[config.mk]
export PLATFORM = sky130hd
export DESIGN_NAME = laser_rx_deframer
export DESIGN_NICKNAME = d
export VERILOG_FILES = /design/src/rtl/laser_rx_deframer.sv
export SDC_FILE = /design/constraint.sdc
export NUM_CORES = 1
export LEC_CHECK = 0
export BUFFER_PORTS_ARGS = -buffer_cell sky130_fd_sc_hd__buf_2
export CAP_MARGIN = 40
export CORE_MARGIN = 2
export CORE_UTILIZATION = 30
export DETAILED_ROUTE_END_ITERATION = 10
export HOLD_SLACK_MARGIN = 0.05
export PLACE_DENSITY_LB_ADDON = 0.05
export REMOVE_ABC_BUFFERS = 1
export SETUP_SLACK_MARGIN = 0.1
export SYNTH_ARGS = -nofsm -noshare
export SYNTH_HDL_FRONTEND = slang
export SYNTH_SLANG_ARGS = --single-unit
[constraint.sdc]
create_clock -name clk -period 3.56 [get_ports clk]
set_input_delay 0.534 -clock clk [delete_from_list [all_inputs] [get_ports clk]]
set_output_delay 0.534 -clock clk [all_outputs]
set_load 0.05 [all_outputs]
[src/rtl/laser_rx_deframer.sv]
// rtl/laser_rx_deframer.sv - oversampling 8N1 deframer for the laser link receive path
module laser_rx_deframer #(
    parameter int CLKS_PER_BIT = 16
) (
    input  logic       clk,
    input  logic       rstn,
    input  logic       rx_in,
    input  logic       fifo_full,
    input  logic       clr_err,
    output logic       push,
    output logic [7:0] dout,
    output logic       busy,
    output logic       frame_err,
    output logic       overrun
);

    localparam int CW = (CLKS_PER_BIT > 1) ? $clog2(CLKS_PER_BIT) : 1;
    localparam logic [CW-1:0] HALF_M1 = CW'(CLKS_PER_BIT / 2 - 1);
    localparam logic [CW-1:0] FULL_M1 = CW'(CLKS_PER_BIT - 1);

    typedef enum logic [2:0] {
        S_IDLE,
        S_START,
        S_DATA,
        S_STOP,
        S_BREAK
    } state_t;

    state_t        state, state_n;
    logic          sync1, rx_s, hist1, hist2;
    logic [CW-1:0] cnt, cnt_n;
    logic [3:0]    bit_idx, bit_idx_n;
    logic [7:0]    shreg, shreg_n;
    logic          vote;
    logic          do_push, set_fe, set_ov;

    // Majority of the last three synchronised samples rejects single-cycle spikes.
    assign vote = (rx_s & hist1) | (rx_s & hist2) | (hist1 & hist2);
    assign busy = (state != S_IDLE);

    always_comb begin
        state_n   = state;
        cnt_n     = cnt + 1'b1;
        bit_idx_n = bit_idx;
        shreg_n   = shreg;
        do_push   = 1'b0;
        set_fe    = 1'b0;
        set_ov    = 1'b0;
        case (state)
            S_IDLE: begin
                cnt_n = '0;
                if (!rx_s) begin
                    state_n = S_START;
                end
            end
            S_START: begin
                if (cnt == HALF_M1) begin
                    cnt_n     = '0;
                    bit_idx_n = 4'd0;
                    state_n   = vote ? S_IDLE : S_DATA;
                end
            end
            S_DATA: begin
                if (cnt == FULL_M1) begin
                    cnt_n     = '0;
                    shreg_n   = {vote, shreg[7:1]};
                    bit_idx_n = bit_idx + 4'd1;
                    if (bit_idx == 4'd7) begin
                        state_n = S_STOP;
                    end
                end
            end
            S_STOP: begin
                if (cnt == FULL_M1) begin
                    cnt_n = '0;
                    if (vote) begin
                        // A full FIFO drops the byte here so push never meets a full FIFO.
                        if (fifo_full) begin
                            set_ov = 1'b1;
                        end else begin
                            do_push = 1'b1;
                        end
                        state_n = S_IDLE;
                    end else begin
                        set_fe  = 1'b1;
                        state_n = S_BREAK;
                    end
                end
            end
            S_BREAK: begin
                cnt_n = '0;
                if (rx_s) begin
                    state_n = S_IDLE;
                end
            end
            default: begin
                cnt_n   = '0;
                state_n = S_IDLE;
            end
        endcase
    end

    always_ff @(posedge clk) begin
        if (!rstn) begin
            sync1     <= 1'b1;
            rx_s      <= 1'b1;
            hist1     <= 1'b1;
            hist2     <= 1'b1;
            state     <= S_IDLE;
            cnt       <= '0;
            bit_idx   <= 4'd0;
            shreg     <= 8'h00;
            push      <= 1'b0;
            dout      <= 8'h00;
            frame_err <= 1'b0;
            overrun   <= 1'b0;
        end else begin
            sync1     <= rx_in;
            rx_s      <= sync1;
            hist1     <= rx_s;
            hist2     <= hist1;
            state     <= state_n;
            cnt       <= cnt_n;
            bit_idx   <= bit_idx_n;
            shreg     <= shreg_n;
            push      <= do_push;
            if (do_push) begin
                dout <= shreg;
            end
            frame_err <= set_fe | (frame_err & ~clr_err);
            overrun   <= set_ov | (overrun & ~clr_err);
        end
    end

endmodule

==> qor.csv, run 1 <==
metric,value,unit
report.power.total,0.691,mW
swShare,21.1,%
fin_hold_ws,0.410,ns
clkPwrFrac,41.8,%
finClkSkew,0.00548,ns
ys_ff_latch,34,
initial_core_util,31.7,%
nets,178,
rsz0062_at_grt,false,
cts_root_buf,clkbuf_8,
outcome,completed,
rrSetupSlack,1.82,ns
synthCells,156,
rows,24,
maxCapViolations,0,
whs_path_depth,1,
ys_types,37,
die_x,72.3,µm
grt_antenna_before_repair,0,
ios,17,
core-area,0.00441,mm²
critical_path_class,register to output port,
cts_tree,done,
die_h,72.3,µm
drive_above_1_share,15.7,%
insertion_delay,0.28,ns
cp_max_fo,14,
p_sw,0.146,mW
routed_wl,2.71,mm
p_int,0.545,mW
yosys_warnings,0,
die-area,0.00522,mm²
min_to,rx_s,
finalSetupViolCount,0,
vias,1112,
syn-cell-area,0.00140,mm²
gr-total-overflow,0,
grt_pass1_wl,4.74,mm
io_buffer_count,16,
r2r_start,state[1],
htreeDepth,2,
rr_worst_depth,4,
first_pass_iters,4,
p_leak,0.626,nW
cp.required,3.03,ns
synth_area_per_cell,8.96,µm²
numCtsBuffers,5,
gp_congestion,0.720,
tightest_slew,0.654,ns
syn_to_final_growth,14.4,%
grt_pass1_vias,1049,
power_frac_seq,55.5,%
drcViolationCount,0,
hold_path_class,register to register,
drt-initial-drc-count,42,
cts_hold_buf,0,
clkSinkCount,34,
fin_setup_tns,0,ns
power.density,432,mW/mm²
finalCritPeriodShare,51.4,%
min_from,sync1,
ant_nets,0,
ys_seq_area_share,48.7,%
routed_via_density,4.96,
irDropWorstVdd,0.162,mV
grt_max_degree,42,
worst_r2r_endpoint,dout[5],
hold_viol_final,0,
clk_path_buf_depth,2,
wl_per_cell,12.1,µm
maxSlewHeadroom,56.4,%
post_cts.repair.setup_buffers,0,
dp_hpwl,1.81,mm
nFillCells,467,
slew_violations,0,
max_clock_freq,546,MHz
end_kind,output port,
clkTransAtPathRegs,0.07,ns
cp-start-kind,register,
cp_data_arrival_time,1.30,ns
fin_crit,1.83,ns
cts_resized,0,
grt_usage,11.9,%
pwr-share-comb,2.7,%
antennaDiodeCount,0,
==> power by group through the flow <==
stage,combinational [mW],sequential (mW),clock (mW)
after floorplan,0.00859,0.392,0
after global placement,0.0185,0.392,0
after detailed placement,0.0186,0.392,0
after CTS,0.0188,0.383,0.302
after global routing,0.0206,0.384,0.318
final,0.0186,0.384,0.288
==> cells by family after synthesis <==
family                   Yosys count  share of synthesized area [%]
AO/OA/AOI/OAI                     31                           15.8
XOR/XNOR                           3                           1.88
adder cells (fa/ha/maj)            3                           2.51
buffers and inverters              9                           2.77
flip-flops                        34                           48.7
multiplexers                       2                           1.43
AND/OR/NAND/NOR                   74                           26.9
==> worst max-delay path: stages (launching register included) <==
cell and delay, ns:
dfxtp_1 0.44, or3_1 0.36, buf_2 0.22
==> per-layer routing <==
layer / track usage (%) / part of all wire (%) / vias to the layer above
li1: - / - / 573
met1: 14.5 / 50 / 511
met2: 19.3 / 45 / 23
met3: 2.92 / 4.1 / 5
met4: 6.29 / 1.7 / 0
met5: 0 / 0 / -
==> per-stage QoR <==
step	utilization, %	worst slack, ns	area [µm²]	std cells
2_1_floorplan	-	2.09	1360	148
3_3_place_gp	34.2	1.90	1510	216
3_5_place_dp	34.2	1.81	1510	216
4_1_cts	36.2	1.72	1600	224
5_1_grt	36.2	1.56	1600	224
6_report	36.2	1.73	1600	224
==> cell usage in the layout (no fill, tap or decap), drive strengths merged, types with 2 or more instances in the layout <==
cell type,Yosys,final
xor2,2,2
nand3,12,12
nand2,34,34
nand2b,4,4
nand4,2,2
clkbuf,4,7
a21boi,11,11
dfxtp,34,34
nor2b,2,2
o21a,2,2
buf,4,16
ha,2,2
and3,2,2
and2,3,3
nor2,4,4
mux2i,2,2
nor3,2,2
o21ai,11,11
and4,2,2
==> worst max path at each step <==
stage             start        to  slack [ns]  depth (start not counted)
2_1_floorplan  state[1]      busy        2.09                          1
3_3_place_gp       rstn  state[1]        1.90                          4
3_5_place_dp   state[1]   dout[5]        1.81                          4
4_1_cts        state[1]      busy        1.72                          2
5_1_grt        state[1]   dout[5]        1.56                          4
6_report       state[1]      busy        1.73                          2
==> cell usage after synthesis <==
library cell / count / area (µm²)
or3b_1: 1 / 8.76
xnor2_1: 1 / 8.76
nor4bb_1: 1 / 10.0
nand3_1: 12 / 60.1
a21boi_1: 1 / 7.51
a21boi_0: 10 / 75.1
and3_1: 2 / 12.5
a211o_1: 1 / 8.76
nor4b_1: 1 / 8.76
ha_1: 2 / 25.0
or3_1: 1 / 6.26
o211ai_1: 1 / 7.51
o211a_1: 1 / 10.0
buf_2: 4 / 20.0
o21ai_0: 11 / 55.1
clkbuf_1: 4 / 15.0
and2_1: 3 / 18.8
and4_1: 2 / 17.5
o21ba_2: 1 / 10.0
o21a_1: 2 / 15.0
nand4b_2: 1 / 15.0
nand3b_1: 1 / 7.51
inv_1: 1 / 3.75
dfxtp_1: 34 / 681
a211oi_2: 1 / 12.5
nor3_1: 2 / 10.0
nand2_1: 34 / 128
o221a_2: 1 / 11.3
nor3b_1: 1 / 7.51
nor2_1: 4 / 15.0
nand2b_1: 4 / 25.0
o2111ai_1: 1 / 8.76
xor2_1: 2 / 17.5
nor2b_1: 2 / 12.5
mux2i_1: 2 / 20.0
nand4_1: 2 / 12.5
maj3_1: 1 / 10.0
==> state kept, by name, indices dropped and copies added (netlist names) <==
name       cells
rx_s           1
push           1
cnt            4
state          3
hist2          1
dout           8
hist1          1
shreg          8
bit_idx        4
sync1          1
frame_err      1
overrun        1
==> cell type report <==
class | instances | area [µm²] | area share [%]
Sequential cell | 34 | 681 | 42.6
Multi-Input combinational cell | 113 | 678 | 42.4
Clock buffer | 7 | 86.3 | 5.40
Timing Repair Buffer | 16 | 80.1 | 5.01
Tap cell | 52 | 65.1 | 4.07
Clock inverter | 1 | 5.00 | 0.313
Inverter | 1 | 3.75 | 0.235
Note: power is estimated with default switching activity, not from simulation.
==> run 2, diff against run 1 <==
--- a/config.mk
+++ b/config.mk
@@ -5,6 +5,7 @@
 export SDC_FILE = /design/constraint.sdc
 export NUM_CORES = 1
 export LEC_CHECK = 0
+export ABC_AREA = 1
 export BUFFER_PORTS_ARGS = -buffer_cell sky130_fd_sc_hd__buf_2
 export CAP_MARGIN = 40
 export CORE_MARGIN = 2
==> constraint.sdc (replaced) <==
create_clock -name clk -period 1.8 [get_ports clk]
set_input_delay 0.27 -clock clk [delete_from_list [all_inputs] [get_ports clk]]
set_output_delay 0.27 -clock clk [all_outputs]
set_load 0.05 [all_outputs]
==> run 2 against run 1 <==
Against the previous run:
- combinational power rose to 23 times the previous value
- die area rose by 4.2%
- setup slack got worse by 1.4 ns
- final cell count rose by 29%
- clock power rose by 100%
- wire length rose by 10%
- count of clock-buffer cells in the layout did not move
- sequential power rose by 120%
- worst hold slack got worse by 0.24 ns
- largest cell class unchanged
==> qor.csv, run 2 <==
metric,value,unit
p_sw,0.616,mW
hold_path_class,input port to register,
insertion_delay,0.28,ns
clk_path_buf_depth,2,
cp.required,1.97,ns
irDropWorstVdd,0.487,mV
cp_common_cell,nor2_1,
path_cells,ha_1 > nand3_2 > inv_2 > nand4_2 > nor2_1 > nor2_1,
ys_types,28,
drive_above_1_share,18.8,%
ios,17,
post_cts.repair.setup_buffers,0,
drt-initial-drc-count,74,
syn_to_final_growth,17.2,%
ys_ff_latch,34,
fin_hold_ws,0.168,ns
cp_data_arrival_time,1.68,ns
outcome,completed,
finClkSkew,0.00673,ns
p_leak,0.823,nW
cts_root_buf,clkbuf_8,
drcViolationCount,0,
synth_area_per_cell,7.30,µm²
dp_hpwl,2.09,mm
syn-cell-area,0.00146,mm²
report.power.total,1.86,mW
slew_violations,0,
cp_slowest_stage_delay,0.35,ns
routed_via_density,4.27,
cp-start-kind,register,
fin_setup_tns,0,ns
ant_nets,0,
whs_path_depth,2,
numCtsBuffers,5,
synthArstFlopShare,0,%
cp_max_fo,9,
end_kind,register,
tightest_slew,0.336,ns
final.setup.worst_slack,0.298,ns
rr_worst_depth,6,
pwr-share-comb,23.3,%
rows,25,
ys_seq_area_share,46.6,%
swShare,33.1,%
io_buffer_count,16,
synth_top_area_share,46.6,%
power.density,1090,mW/mm²
yosys.area.top_type,dfxtp_1,
core-area,0.00472,mm²
first_pass_iters,4,
cp_slowest_cell,dfxtp_1,
fin_util,36.2,%
grt_antenna_before_repair,0,
power_frac_seq,45.6,%
finalCritPeriodShare,83.4,%
cts_tree,done,
synth_commonest_cells,"nor2_1 (45), nand2_1 (42), dfxtp_1 (34)",
yosys-top-cells-area,"dfxtp_1 (47%), nor2_1 (12%), nand2_1 (11%)",
die-area,0.00544,mm²
die_h,73.8,µm
gp_congestion,0.853,
grt_max_degree,22,
gr-total-overflow,0,
synth.most_common_cell,nor2_1,
synthCells,200,
vias,1237,
antennaDiodeCount,0,
cp_num_buf_inv,1,
yosys_warnings,0,
max_clock_freq,666,MHz
htreeDepth,2,
maxCapViolations,0,
clkPwrFrac,31.1,%
final_cell_mix,"nor2_1 (45), nand2_1 (42), dfxtp_1 (34), inv_1 (20), buf_2 (16)",
critical_path_class,register to register,
maxSlewHeadroom,77.4,%
final_common_cell,nor2_1,
initial_core_util,30.9,%
clkTransAtPathRegs,0.07,ns
die_x,73.8,µm
fin_crit,1.50,ns
p_int,1.25,mW
synth_flop_cell,dfxtp_1,
routed_wl,2.98,mm
post-place-ws,0.309,ns
reg_top3,"dout (8), shreg (8)",
critPathTopFamily,simple AND/OR/NAND/NOR gates,
hold_viol_final,0,
rsz0062_at_grt,false,
synth_edf_count,0,
grt_usage,12.9,%
cts_resized,0,
finalSetupViolCount,0,
wl_per_cell,10.3,µm
cp.depth,6,
grt_pass1_wl,5.39,mm
cts_hold_buf,0,
clkSinkCount,34,
grt_pass1_vias,1187,
nets,229,
[run 2: cell types whose count changed in the layout (fill, tap and decap cells not counted), moves of 3 or more]
| cell | before | now |
|---|---|---|
| nor2_1 | 4 | 45 |
| inv_1 | 1 | 20 |
| a21boi_0 | 10 | 0 |
| nand2_1 | 34 | 42 |
| a21oi_1 | 0 | 6 |
| nand2b_1 | 4 | 0 |
| or2_2 | 0 | 4 |
| and2_1 | 3 | 0 |
| inv_2 | 0 | 3 |
[run 2: worst paths after layout]
check / from / end / slack (ns)
min reg2reg: sync1 / rx_s / 0.42
max reg2reg: cnt[0] / dout[1] / 0.30
min: rx_in / sync1 / 0.17
max: cnt[0] / dout[1] / 0.30
[run 2: layout make-up]
cell class              instances  area, µm²
clock buffers                   7       86.3
inverters                      25       98.8
clock inverters                 1       5.00
repair buffers                 18       95.1
flip-flops and latches         34        681
well taps                      67       83.8
fillers                       496       3010
multi-input cells             138        662
[run 2: worst register-to-register path, cell delays in order, from the launching register on]
cell and delay, ns:
dfxtp_1 0.35, ha_1 0.22, nand3_2 0.13, inv_2 0.15, nand4_2 0.28, nor2_1 0.20
nor2_1 0.06
[run 2: cells by family (layout without fill, tap and decap cells)]
| group | count (synthesis) | count (layout) | synth area share (%) |
|---|---|---|---|
| and+or+nand+nor | 114 | 114 | 35.0 |
| DFF | 34 | 34 | 46.6 |
| buffers and inverters | 28 | 51 | 8.05 |
| AOI/OAI and AO/OA | 20 | 20 | 7.46 |
| adders and majority gates | 2 | 2 | 1.71 |
| xor gates and xnor gates | 2 | 2 | 1.20 |
[run 2: layer usage]
layer / GRT usage (%) / up-vias / wire (µm)
met3: 4.12 / 2 / 131
met1: 17.2 / 541 / 1570
met5: 0 / - / 0
li1: - / 672 / -
met2: 19.5 / 22 / 1260
met4: 4.44 / 0 / 16
[run 2: power by group through the flow]
stage	Sequential, mW	Clock [mW]	Combinational (mW)
2_1_floorplan	0.853	0	0.347
3_3_place_gp	0.866	0	0.429
3_5_place_dp	0.866	0	0.437
4_1_cts	0.849	0.607	0.439
5_1_grt	0.859	0.639	0.498
6_report	0.849	0.578	0.434
[run 2: metrics by stage]
| stage | cell area (µm²) | instances |
|---|---|---|
| after global routing | 1710 | 290 |
| final | 1710 | 290 |
| after global placement | 1620 | 282 |
| after floorplan | 1440 | 197 |
| after CTS | 1710 | 290 |
| after detailed placement | 1620 | 282 |
